**src/rtl/scmem_pkg.sv**
```systemverilog
// scmem_pkg: shared helpers for the scmem elastic buffer bank
package scmem_pkg;

  function automatic int occ_width(input int depth);
    return $clog2(depth + 1);
  endfunction

endpackage

```
**src/rtl/elastic_chan.sv**
```systemverilog
// elastic_chan: one valid/retry elastic channel with flop-array buffer, flush and optional bypass
module elastic_chan
  import scmem_pkg::*;
#(
  parameter int SIZE   = 64,
  parameter int DEPTH  = 2,
  parameter int BYPASS = 0,
  parameter int OCCW   = occ_width(DEPTH)
) (
  input  logic            clk,
  input  logic            reset,
  input  logic            flush,
  input  logic [SIZE-1:0] din,
  input  logic            dinValid,
  output logic            dinRetry,
  output logic [SIZE-1:0] q,
  output logic            qValid,
  input  logic            qRetry,
  output logic [OCCW-1:0] occ
);

  localparam int AW = $clog2(DEPTH);
  localparam logic [OCCW-1:0] FULL = OCCW'(DEPTH);

  logic [SIZE-1:0] mem [DEPTH];
  logic [AW-1:0]   wr_ptr, rd_ptr;
  logic [OCCW-1:0] cnt;
  logic            empty, pass, push, store, pop;

  // handshake decode; dinRetry depends only on the count register and flush
  always_comb begin
    empty    = cnt == '0;
    pass     = (BYPASS != 0) && empty;
    dinRetry = (cnt == FULL) | flush;
    qValid   = pass ? dinValid & ~flush : ~empty;
    q        = pass ? din : mem[rd_ptr];
    push     = dinValid & ~dinRetry;
    store    = push & ~(pass & ~qRetry);
    pop      = ~empty & ~qRetry;
  end

  // pointers and count; flush and reset both drop every entry
  always_ff @(posedge clk) begin
    if (!reset || flush) begin
      cnt    <= '0;
      wr_ptr <= '0;
      rd_ptr <= '0;
    end else begin
      if (store) wr_ptr <= wr_ptr + 1'b1;
      if (pop) rd_ptr <= rd_ptr + 1'b1;
      cnt <= cnt + OCCW'(store) - OCCW'(pop);
    end
  end

  // payload storage, deliberately not reset
  always_ff @(posedge clk) begin
    if (store) mem[wr_ptr] <= din;
  end

  assign occ = cnt;

endmodule

```
**src/rtl/elastic_chan_bank.sv**
```systemverilog
// elastic_chan_bank: NCH independent elastic channels sliced out of packed ports
module elastic_chan_bank
  import scmem_pkg::*;
#(
  parameter int SIZE   = 64,
  parameter int DEPTH  = 2,
  parameter int NCH    = 4,
  parameter int BYPASS = 0,
  parameter int OCCW   = occ_width(DEPTH)
) (
  input  logic                clk,
  input  logic                reset,
  input  logic [NCH-1:0]      flush,
  input  logic [NCH*SIZE-1:0] din,
  input  logic [NCH-1:0]      dinValid,
  output logic [NCH-1:0]      dinRetry,
  output logic [NCH*SIZE-1:0] q,
  output logic [NCH-1:0]      qValid,
  input  logic [NCH-1:0]      qRetry,
  output logic [NCH*OCCW-1:0] occ
);

  for (genvar i = 0; i < NCH; i++) begin : g_ch
    elastic_chan #(
      .SIZE(SIZE),
      .DEPTH(DEPTH),
      .BYPASS(BYPASS),
      .OCCW(OCCW)
    ) u_chan (
      .clk(clk),
      .reset(reset),
      .flush(flush[i]),
      .din(din[i*SIZE +: SIZE]),
      .dinValid(dinValid[i]),
      .dinRetry(dinRetry[i]),
      .q(q[i*SIZE +: SIZE]),
      .qValid(qValid[i]),
      .qRetry(qRetry[i]),
      .occ(occ[i*OCCW +: OCCW])
    );
  end

endmodule

```
**config.mk**
```make
export PLATFORM = sky130hd
export DESIGN_NAME = elastic_chan_bank
export DESIGN_NICKNAME = d
export VERILOG_FILES = /design/src/rtl/scmem_pkg.sv /design/src/rtl/elastic_chan.sv /design/src/rtl/elastic_chan_bank.sv
export SDC_FILE = /design/constraint.sdc
export NUM_CORES = 1
export LEC_CHECK = 0
export ABC_AREA = 1
export CAP_MARGIN = 40
export CELL_PAD_IN_SITES_DETAIL_PLACEMENT = 0
export CELL_PAD_IN_SITES_GLOBAL_PLACEMENT = 1
export CORE_ASPECT_RATIO = 0.9
export CORE_MARGIN = 2
export CORE_UTILIZATION = 41
export DETAILED_ROUTE_END_ITERATION = 8
export PLACE_DENSITY_LB_ADDON = 0.1
export SLEW_MARGIN = 20
export SYNTH_ARGS = -nofsm -noshare
export SYNTH_HDL_FRONTEND = slang
export SYNTH_HIERARCHICAL = 1
export SYNTH_SLANG_ARGS = --single-unit
```
**constraint.sdc**
```tcl
create_clock -name clk -period 5.35 [get_ports clk]
set_input_delay 1.07 -clock clk [delete_from_list [all_inputs] [get_ports clk]]
set_output_delay 1.07 -clock clk [all_outputs]
set_load 0.05 [all_outputs]
```
Yosys cells after proc, flatten, opt, wreduce, memory -nomap -nowiden
Memory sizes are Yosys's and may differ from the RTL's. A register that Yosys moved wholly into a read port is not among the register bits.
Cells that the tools add are included.
- memories kept: 4
- bits in writable memories: 512
- register bits: 16
- logic and storage cells: 85
- reductions and logical operators: 9
- add/sub/neg operators: 16
- eq/ne operators: 4
- mux-type cells: 16
- bitwise gates (word level): 24
- memory list (name ; depth ; bits a word ; read ports ; clocked after memory_dff ; wr ports ; line ; text):
    g_ch[0].u_chan.mem ; 2 ; 64 ; 1 ; 1 ; 1 ; elastic_chan.sv:25 ; logic [SIZE-1:0] mem [DEPTH];
    g_ch[1].u_chan.mem ; 2 ; 64 ; 1 ; 1 ; 1 ; elastic_chan.sv:25 ;
    g_ch[2].u_chan.mem ; 2 ; 64 ; 1 ; 1 ; 1 ; elastic_chan.sv:25 ;
    g_ch[3].u_chan.mem ; 2 ; 64 ; 1 ; 1 ; 1 ; elastic_chan.sv:25 ;
- operators by type and width (operator ; number):
    two-way mux 1 bit ; 16
    NOT 1 bit ; 12
    adder 1 bit (second input constant) ; 8
    adder 2 x 1 -> 2 bit ; 4
    bitwise AND 1 bit ; 8
    equality test 2 bit (second input constant) ; 4
    logical NOT 2 bit ; 4
    subtractor 2 x 1 -> 2 bit ; 4
    logical OR 1 bit ; 4
    OR 1 bit ; 4
    logical NOT 1 bit ; 1

Longest topological paths before layout
Gate-level depths: netlist of the first run.
- word-level depth: 6
- depth in mapped cells: 12
- mapped depth without buffers: 12

Cells and area by module
Netlist of the first run, hierarchy kept.
- modules (own cells, without submodules) (module ; seq. area each (µm²) ; cells each ; instances ; area an instance (µm²)):
    elastic_chan (g_ch[0].u_chan ...) ; 3943.8 ; 242 ; 3 ; 5188.7
    elastic_chan (g_ch[3].u_chan) ; 3943.8 ; 239 ; 1 ; 5183.7

Worst setup path before layout of the first run
OpenSTA, ideal clock, no wires.
- kind: input -> register
- start point: in flush[3]
- end point: mem g_ch[3].u_chan.mem[0][0] (enable)
- arrival: 3.958 ns
- stages: 3
- library setup time: 0.486 ns
- buffers on the path: 0
- path slack: 0.905 ns
- data required time: 4.864 ns
- cell sequence: inv_1 > nand3_1 > nor2_1
- longest elaborated chain between the ends: 5
- ends and longest elaborated chain (element ; line ; text):
    start: declaration ; elastic_chan_bank.sv:13 ; input logic [NCH-1:0] flush,
    OR 1 bit ; elastic_chan.sv:34 ; dinRetry = (cnt == FULL) | flush;
    NOT 1 bit ; elastic_chan.sv:37 ; push = dinValid & ~dinRetry;
    bitwise AND 1 bit ; elastic_chan.sv:37 ;
    two-way mux 1 bit ; elastic_chan.sv:57 ; if (store) mem[wr_ptr] <= din;
    two-way mux 1 bit (implied by the code) ; elastic_chan.sv:57 ;
    end: declaration ; elastic_chan.sv:25 ;
Every way passes these cells.

==> reports/metrics.yaml, run 1 <==
critPathMaxFanout: 34
critPathKind: "reg -> out"
setup_tns_ps: 0
first_iter_violations: 578
finalCritPeriodShare_pct: 74.69
routed_via_density: 4.661
ys_warn_count: 6
final_util_pct: 56.86
synth_cells: 965
worstHoldPathCells: 2
r2r_start: "g_ch[0].u_chan/occ[0]"
min_to: "g_ch[1].u_chan/rd_ptr"
place.gp.congestion: 0.8195
grt.total_usage_pct: 18.16
drt_pass1_iterations: 5
hold_violations: 0
wl_per_cell_um: 21.44
timing.fmax_ghz: 0.2503
hp-class: "reg -> reg"
htreeDepth: 2
setup_viol_count_final: 0
die_h_um: 217.4
synthSimpleGateAreaFrac_pct: 1.592
end_kind: "primary output"
synth-adder-area-share_pct: 0.4824
antenna_found_initial: 20
clock_path_buffers: 3
muxShareOfSynthArea_pct: 18.23
cp_data_arrival_time_ps: 2930
num_vias: 10660
start_util_pct: 41.36
layout_min_cycle_time_ps: 3996
seq_area_frac_synth_pct: 76.03
worst_pin_slew_ps: 801.2
design.core.area_mm2: 0.05016
syn_avg_cell_area_um2: 21.50
ir_worst_vdd_mv: 0.2402
synth_xor_area_share_pct: 0
grt_pass1_wl_mm: 68.97
cts_resized: 0
cts_setup_buffers: 0
slew_headroom_pct: 46.51
rows: 78
syn-num-nets: 1243
fin_worst_skew_ps: 10.73
cts_buffers: 56
path_clk_slew_ps: 60
synth_compound_area_share_pct: 0.1930
layout.nets: 1835
cts_sinks: 532
rsz0062_at_grt: "no"
cts_hold_buffers: 0
ys_ff_latch: 532
min_from: "g_ch[1].u_chan/rd_ptr"
worst_r2r_path_depth: 5
ys_types: 16
io_buffers: 541
ant_nets: 0
crit_required_ps: 4280
synth_top_family_by_area: "multiplexers"
dieWidth_um: 241.1
status: "completed"
overflow: 0
dieArea_mm2: 0.05243
grt_max_degree: 54
reg2reg_to: "g_ch[0].u_chan/mem[0][44]"
clk_latency_ps: 590
synth_area_mm2: 0.02075
worst-r2r-setup-slack_ps: 3000
drt-total-wl_mm: 49.01
clockRootBuffer: "clkbuf_16"
nFillCells: 3923
slew_violations: 0
startpoint_type: "flop"
max_cap_violations: 0
post-dp-hpwl_mm: 35.18
drc: 0
grt_pass1_vias: 10720
cellLeakagePower_nw: 10.10
ioPinCount: 542
drive_gt1_share_pct: 22.75
tritoncts: "yes"
power_density_mw_per_mm2: 334.1
area_growth_pct: 37.46
-- Yosys cell counts, drive strengths merged --
cell type / n / share of area [%]
nand2: 36 / 0.65
nand3: 8 / 0.19
nand4: 4 / 0.12
inv: 52 / 0.94
mux2: 256 / 18
buf: 28 / 2.5
edfxtp: 512 / 74
o21ai: 3 / 0.072
nor2: 31 / 0.56
dfxtp: 20 / 1.9
and3: 1 / 0.030
ha: 8 / 0.48
a21oi: 5 / 0.12
nand3b: 1 / 0.036
-- per-stage QoR --
step	total power, W	hold WS (ps)	cells	instance area [um^2]	setup WS (ps)
3_3_place_gp	0.005938	477.7	2175	26680	1736
4_1_cts	0.009654	497.0	2280	28510	1253
3_5_place_dp	0.005956	483.5	2179	26770	1734
6_report	0.009529	493.7	2286	28520	1354
2_1_floorplan	0.005467	464.8	965	20750	905.5
5_1_grt	0.009869	534.4	2284	28520	1181
-- cells by family (layout without fill, tap and decap cells) --
logic type | after synthesis | after routing
muxes | 256 | 256
buffers and inverters | 80 | 715
AOI/OAI and AO/OA | 8 | 8
other | 0 | 6
and+or+nand+nor | 81 | 81
DFF | 532 | 532
adders and majority gates | 8 | 8
-- placed cells by master, fill, tap and decap left out --
cell	synthesis	routed
nand4_1	4	4
buf_16	0	2
a21oi_1	5	5
and3_1	1	1
dfxtp_1	20	16
mux2_4	240	240
clkinvlp_4	0	1
clkinv_2	0	7
clkbuf_16	0	57
o21ai_0	3	3
bufinv_16	0	2
inv_1	52	48
clkinv_1	0	7
mux2_2	16	16
nor2_1	31	27
dfxtp_4	0	4
clkbuf_8	0	8
diode_2	0	6
clkdlybuf4s50_1	0	541
nor2_4	0	4
edfxtp_1	512	512
ha_1	8	8
nand3_1	8	8
nand3b_1	1	1
clkbuf_1	0	19
buf_4	0	16
inv_2	0	4
buf_12	24	3
nand2_1	36	36
-- critical path, stage by stage, from the launching register on --
cell             delay [ps]
dfxtp_4                 760
buf_4                   450
mux2_4                  350
clkdlybuf4s50_1         770
-- per-layer routing --
metal  GRT usage [%]  vias up  part of all wire (%)
li1                -     4902                     -
met4           7.037       26                   2.9
met2           30.63      382                    50
met1           19.80     5246                    36
met5               0        -                  0.33
met3           8.494      100                    11
-- state kept, by name (all words and copies together), names as in the netlist, named ones only --
register / count
g_ch.u_chan/mem: 512
g_ch.u_chan/occ: 8
g_ch.u_chan/rd_ptr: 4
g_ch.u_chan/wr_ptr: 4
-- layout make-up --
type | instances | area (um^2) | share of cell area [%]
antenna | 6 | 15.01 | 0.05264
clock buffer | 84 | 1608 | 5.637
clock inverter | 17 | 128.9 | 0.4518
inverter | 52 | 195.2 | 0.6843
multi-input combinational | 353 | 4284 | 15.02
sequential | 532 | 15790 | 55.36
tap | 680 | 850.8 | 2.983
timing repair buffer | 562 | 5650 | 19.81
-- report_power, final --
part / internal (W) / switching [W] / total, W
Clock: 0.00215 / 0.00151 / 0.00367
Combinational: 0.000495 / 0.000630 / 0.00113
Sequential: 0.00470 / 0.0000382 / 0.00474
-- how the worst max path moves through the flow --
stage               startpoint                        to  cells past startpoint  slack [ps]
floorplan             flush[3]  g_ch[3].u_chan/mem[0][0]                      3         910
global placement      flush[3]               dinRetry[3]                      4        1740
detailed placement    flush[3]               dinRetry[3]                      4        1730
CTS                       flop                    q[161]                      3        1250
global route              flop                    q[161]                      3        1180
finish                    flop                    q[161]                      3        1350
(Power assumes the default switching activity.)
==> run 2: changes to the inputs <==
--- a/config.mk
+++ b/config.mk
@@ -11,7 +11,7 @@
 export CELL_PAD_IN_SITES_GLOBAL_PLACEMENT = 1
 export CORE_ASPECT_RATIO = 0.9
 export CORE_MARGIN = 2
-export CORE_UTILIZATION = 41
+export CORE_UTILIZATION = 37
 export DETAILED_ROUTE_END_ITERATION = 8
 export PLACE_DENSITY_LB_ADDON = 0.1
 export SLEW_MARGIN = 20
==> constraint.sdc (replaced) <==
create_clock -name clk -period 3.3 [get_ports clk]
set_input_delay 0.66 -clock clk [delete_from_list [all_inputs] [get_ports clk]]
set_output_delay 0.66 -clock clk [all_outputs]
set_load 0.05 [all_outputs]
==> run 2 against run 1 <==
Compared with the run above: final cell count rose by 3.5%; worst hold slack better by 3.0 ps; die area grew 11%; sequential cell count unchanged; wire length is 1.9% lower; non-clock buffer count is 1 higher; global-route usage decreased by 2.0 points; setup slack got worse by 1300 ps; final area increased by 0.85%; clock power up 63%; clock skew grew 5.3 ps; highest routed layer unchanged.
==> reports/metrics.yaml, run 2 (synthesis gave the netlist of run 1 again) <==
status: "completed"
clockRootBuffer: "clkbuf_16"
rows: 82  # +5.1%
end_kind: "primary output"
drt-total-wl_mm: 48.07  # -1.9%
overflow: 0  # unchanged
htreeDepth: 2  # unchanged
wl_per_cell_um: 20.32  # -5.2%
grt_max_degree: 65  # +20%
grt_pass1_wl_mm: 68.94  # about the same
clk_latency_ps: 600  # about the same
top_register: "g_ch.u_chan/mem"
final_cell_mix: "clkdlybuf4s50_1 (529), edfxtp_1 (512), mux2_4 (240)"
worst_path_largest_cell_delay_ps: 740  # -30 ps
place.gp.congestion: 0.7281  # -11%
startpoint_type: "flop"
max_cap_violations: 0  # unchanged
num_vias: 10480  # -1.6%
drive_gt1_share_pct: 22.84  # +0.088 points
routed_via_density: 4.430  # -5.0%
ioPinCount: 542  # unchanged
place_inst: 2256  # +3.5%
slew_headroom_pct: 56.60  # +10 points
final_area_mm2: 0.02876  # +0.85%
cts_hold_buffers: 0  # unchanged
start_util_pct: 37.31  # -4.1 points
cp_slowest_cell: "clkdlybuf4s50_1"
critPathBufInv: 2  # unchanged
cts_sinks: 532  # unchanged
critPathKind: "reg -> out"
final_common_cell: "clkdlybuf4s50_1"
critPathMaxFanout: 27  # -21%
path_clk_slew_ps: 60  # about the same
grt_most_used_layer: "met2"
layout_min_cycle_time_ps: 3202
stdcell_count: 2366  # +3.5%
met2_usage_pct: 28.42  # -2.2 points
worstHoldPathCells: 2  # unchanged
fin_worst_skew_ps: 16.06  # +5.335 ps
timing.fmax_ghz: 0.3123
layout.nets: 1837  # +0.11%
die_h_um: 228.7  # +5.2%
clock_path_buffers: 3  # unchanged
dieArea_mm2: 0.05799  # +11%
cts_buffers: 57  # +1.8%
design.core.area_mm2: 0.05561  # +11%
io_buffers: 541  # unchanged
cp_data_arrival_time_ps: 2540  # -390 ps
cellLeakagePower_nw: 10.22  # +1.1%
dieWidth_um: 253.6  # +5.2%
ir_worst_vdd_mv: 0.3969  # +65%
met3_usage_pct: 6.878  # -1.6 points
antenna_found_initial: 11  # -45%
setup_viol_count_final: 0  # unchanged
drc: 0  # unchanged
drt_pass1_iterations: 4  # -1
area_growth_pct: 38.62
hp-class: "reg -> reg"
post_dp_cell_area_mm2: 0.02698  # +0.78%
setup_tns_ps: 0  # unchanged
worst_pin_slew_ps: 649.0  # -152.2 ps
largest_reg_flops: 512  # unchanged
grtUsageMet1_pct: 17.77  # -2.0 points
grt.total_usage_pct: 16.20  # -2.0 points
finalCritPeriodShare_pct: 97.03
grt_pass1_vias: 10830  # +1.0%
ant_nets: 0  # unchanged
crit_chain: "buf_12, mux2_4, clkdlybuf4s50_1"
hold_violations: 0  # unchanged
slew_violations: 0  # unchanged
cp_top_family: "buffers and inverters"
worst_r2r_path_depth: 5  # unchanged
power_density_mw_per_mm2: 538.6  # +61%
post-dp-hpwl_mm: 33.24  # -5.5%
path_depth: 3  # unchanged
rsz0062_at_grt: "no"
first_iter_violations: 452  # -22%
crit_required_ps: 2640  # -1640 ps
tritoncts: "yes"
nFillCells: 4671  # +19%
## run 2: cell types whose count changed in the layout (fill, tap and decap cells not counted), moves of 2 or more
cell	previous run	this run
buf_16	2	0
dlymetal6s2s_1	0	8
clkbuf_16	57	59
dlygate4sd2_1	0	2
diode_2	6	3
clkbuf_1	19	12
buf_4	16	9
clkinv_1	7	20
clkdlybuf4s50_1	541	529
clkinv_2	7	10
buf_12	3	15
clkbuf_8	8	0
## run 2: cell type report
class	instances	area (um^2)	area share (%)
Multi-Input combinational cell	353	4284	14.89
Timing Repair Buffer	563	5781	20.10
Clock buffer	71	1521	5.289
Inverter	52	195.2	0.6786
Tap cell	756	945.9	3.289
Antenna cell	3	7.507	0.02610
Sequential cell	532	15790	54.90
Clock inverter	36	239.0	0.8308
## run 2: routing by layer
layer  vias up  routed length, um
met5         -                 85
li1       4905                  -
met4        14                786
met2       299              24860
met3        66               4391
met1      5197              17950
## run 2: through the flow
step,power (W),hold WS (ps),util (%),setup WS (ps)
final,0.01549,496.8,51.73,98.00
after global routing,0.01606,544.8,51.73,0.5902
after CTS,0.01572,498.7,51.68,0.9297
after detailed placement,0.009655,485.2,48.52,497.1
after global placement,0.009637,478.8,48.52,504.6
after floorplan,0.008857,464.8,-,191.3
## run 2: tightest hold or removal path, stage by stage (launching register included)
cell and delay, ps:
dfxtp_1 330, nor2_1 60, nor2_1 80
## run 2: final timing paths
check,endpoint,slack [ps],start
setup / recovery,q[32],100,flop
hold / removal,g_ch[3].u_chan/rd_ptr,500,g_ch[3].u_chan/rd_ptr
setup reg to reg,g_ch[3].u_chan/mem[0][15],1360,g_ch[3].u_chan/occ[0]
hold reg to reg,g_ch[3].u_chan/rd_ptr,500,g_ch[3].u_chan/rd_ptr
## run 2: what timing repair did
action | 4_1_cts | 5_1_grt
gates resized for setup | 2 | 8
pin swaps | 0 | 0
endpoints found under the setup margin | 2 | 8
setup buffers | 0 | 0
## run 2: power by group
group          total (W)  internal, W  switching (W)
registers        0.00767      0.00762      0.0000530
logic            0.00183     0.000806        0.00102
clock network    0.00599      0.00348        0.00252
total             0.0155       0.0119        0.00359
==> run 3: changes to the inputs <==
--- a/config.mk
+++ b/config.mk
@@ -6,6 +6,7 @@
 export NUM_CORES = 1
 export LEC_CHECK = 0
 export ABC_AREA = 1
+export ABC_CLOCK_PERIOD_IN_PS = 3300
 export CAP_MARGIN = 40
 export CELL_PAD_IN_SITES_DETAIL_PLACEMENT = 0
 export CELL_PAD_IN_SITES_GLOBAL_PLACEMENT = 1
==> results of run 3 <==
No change in the layout: final DEF, timing and power equal those of run 2.
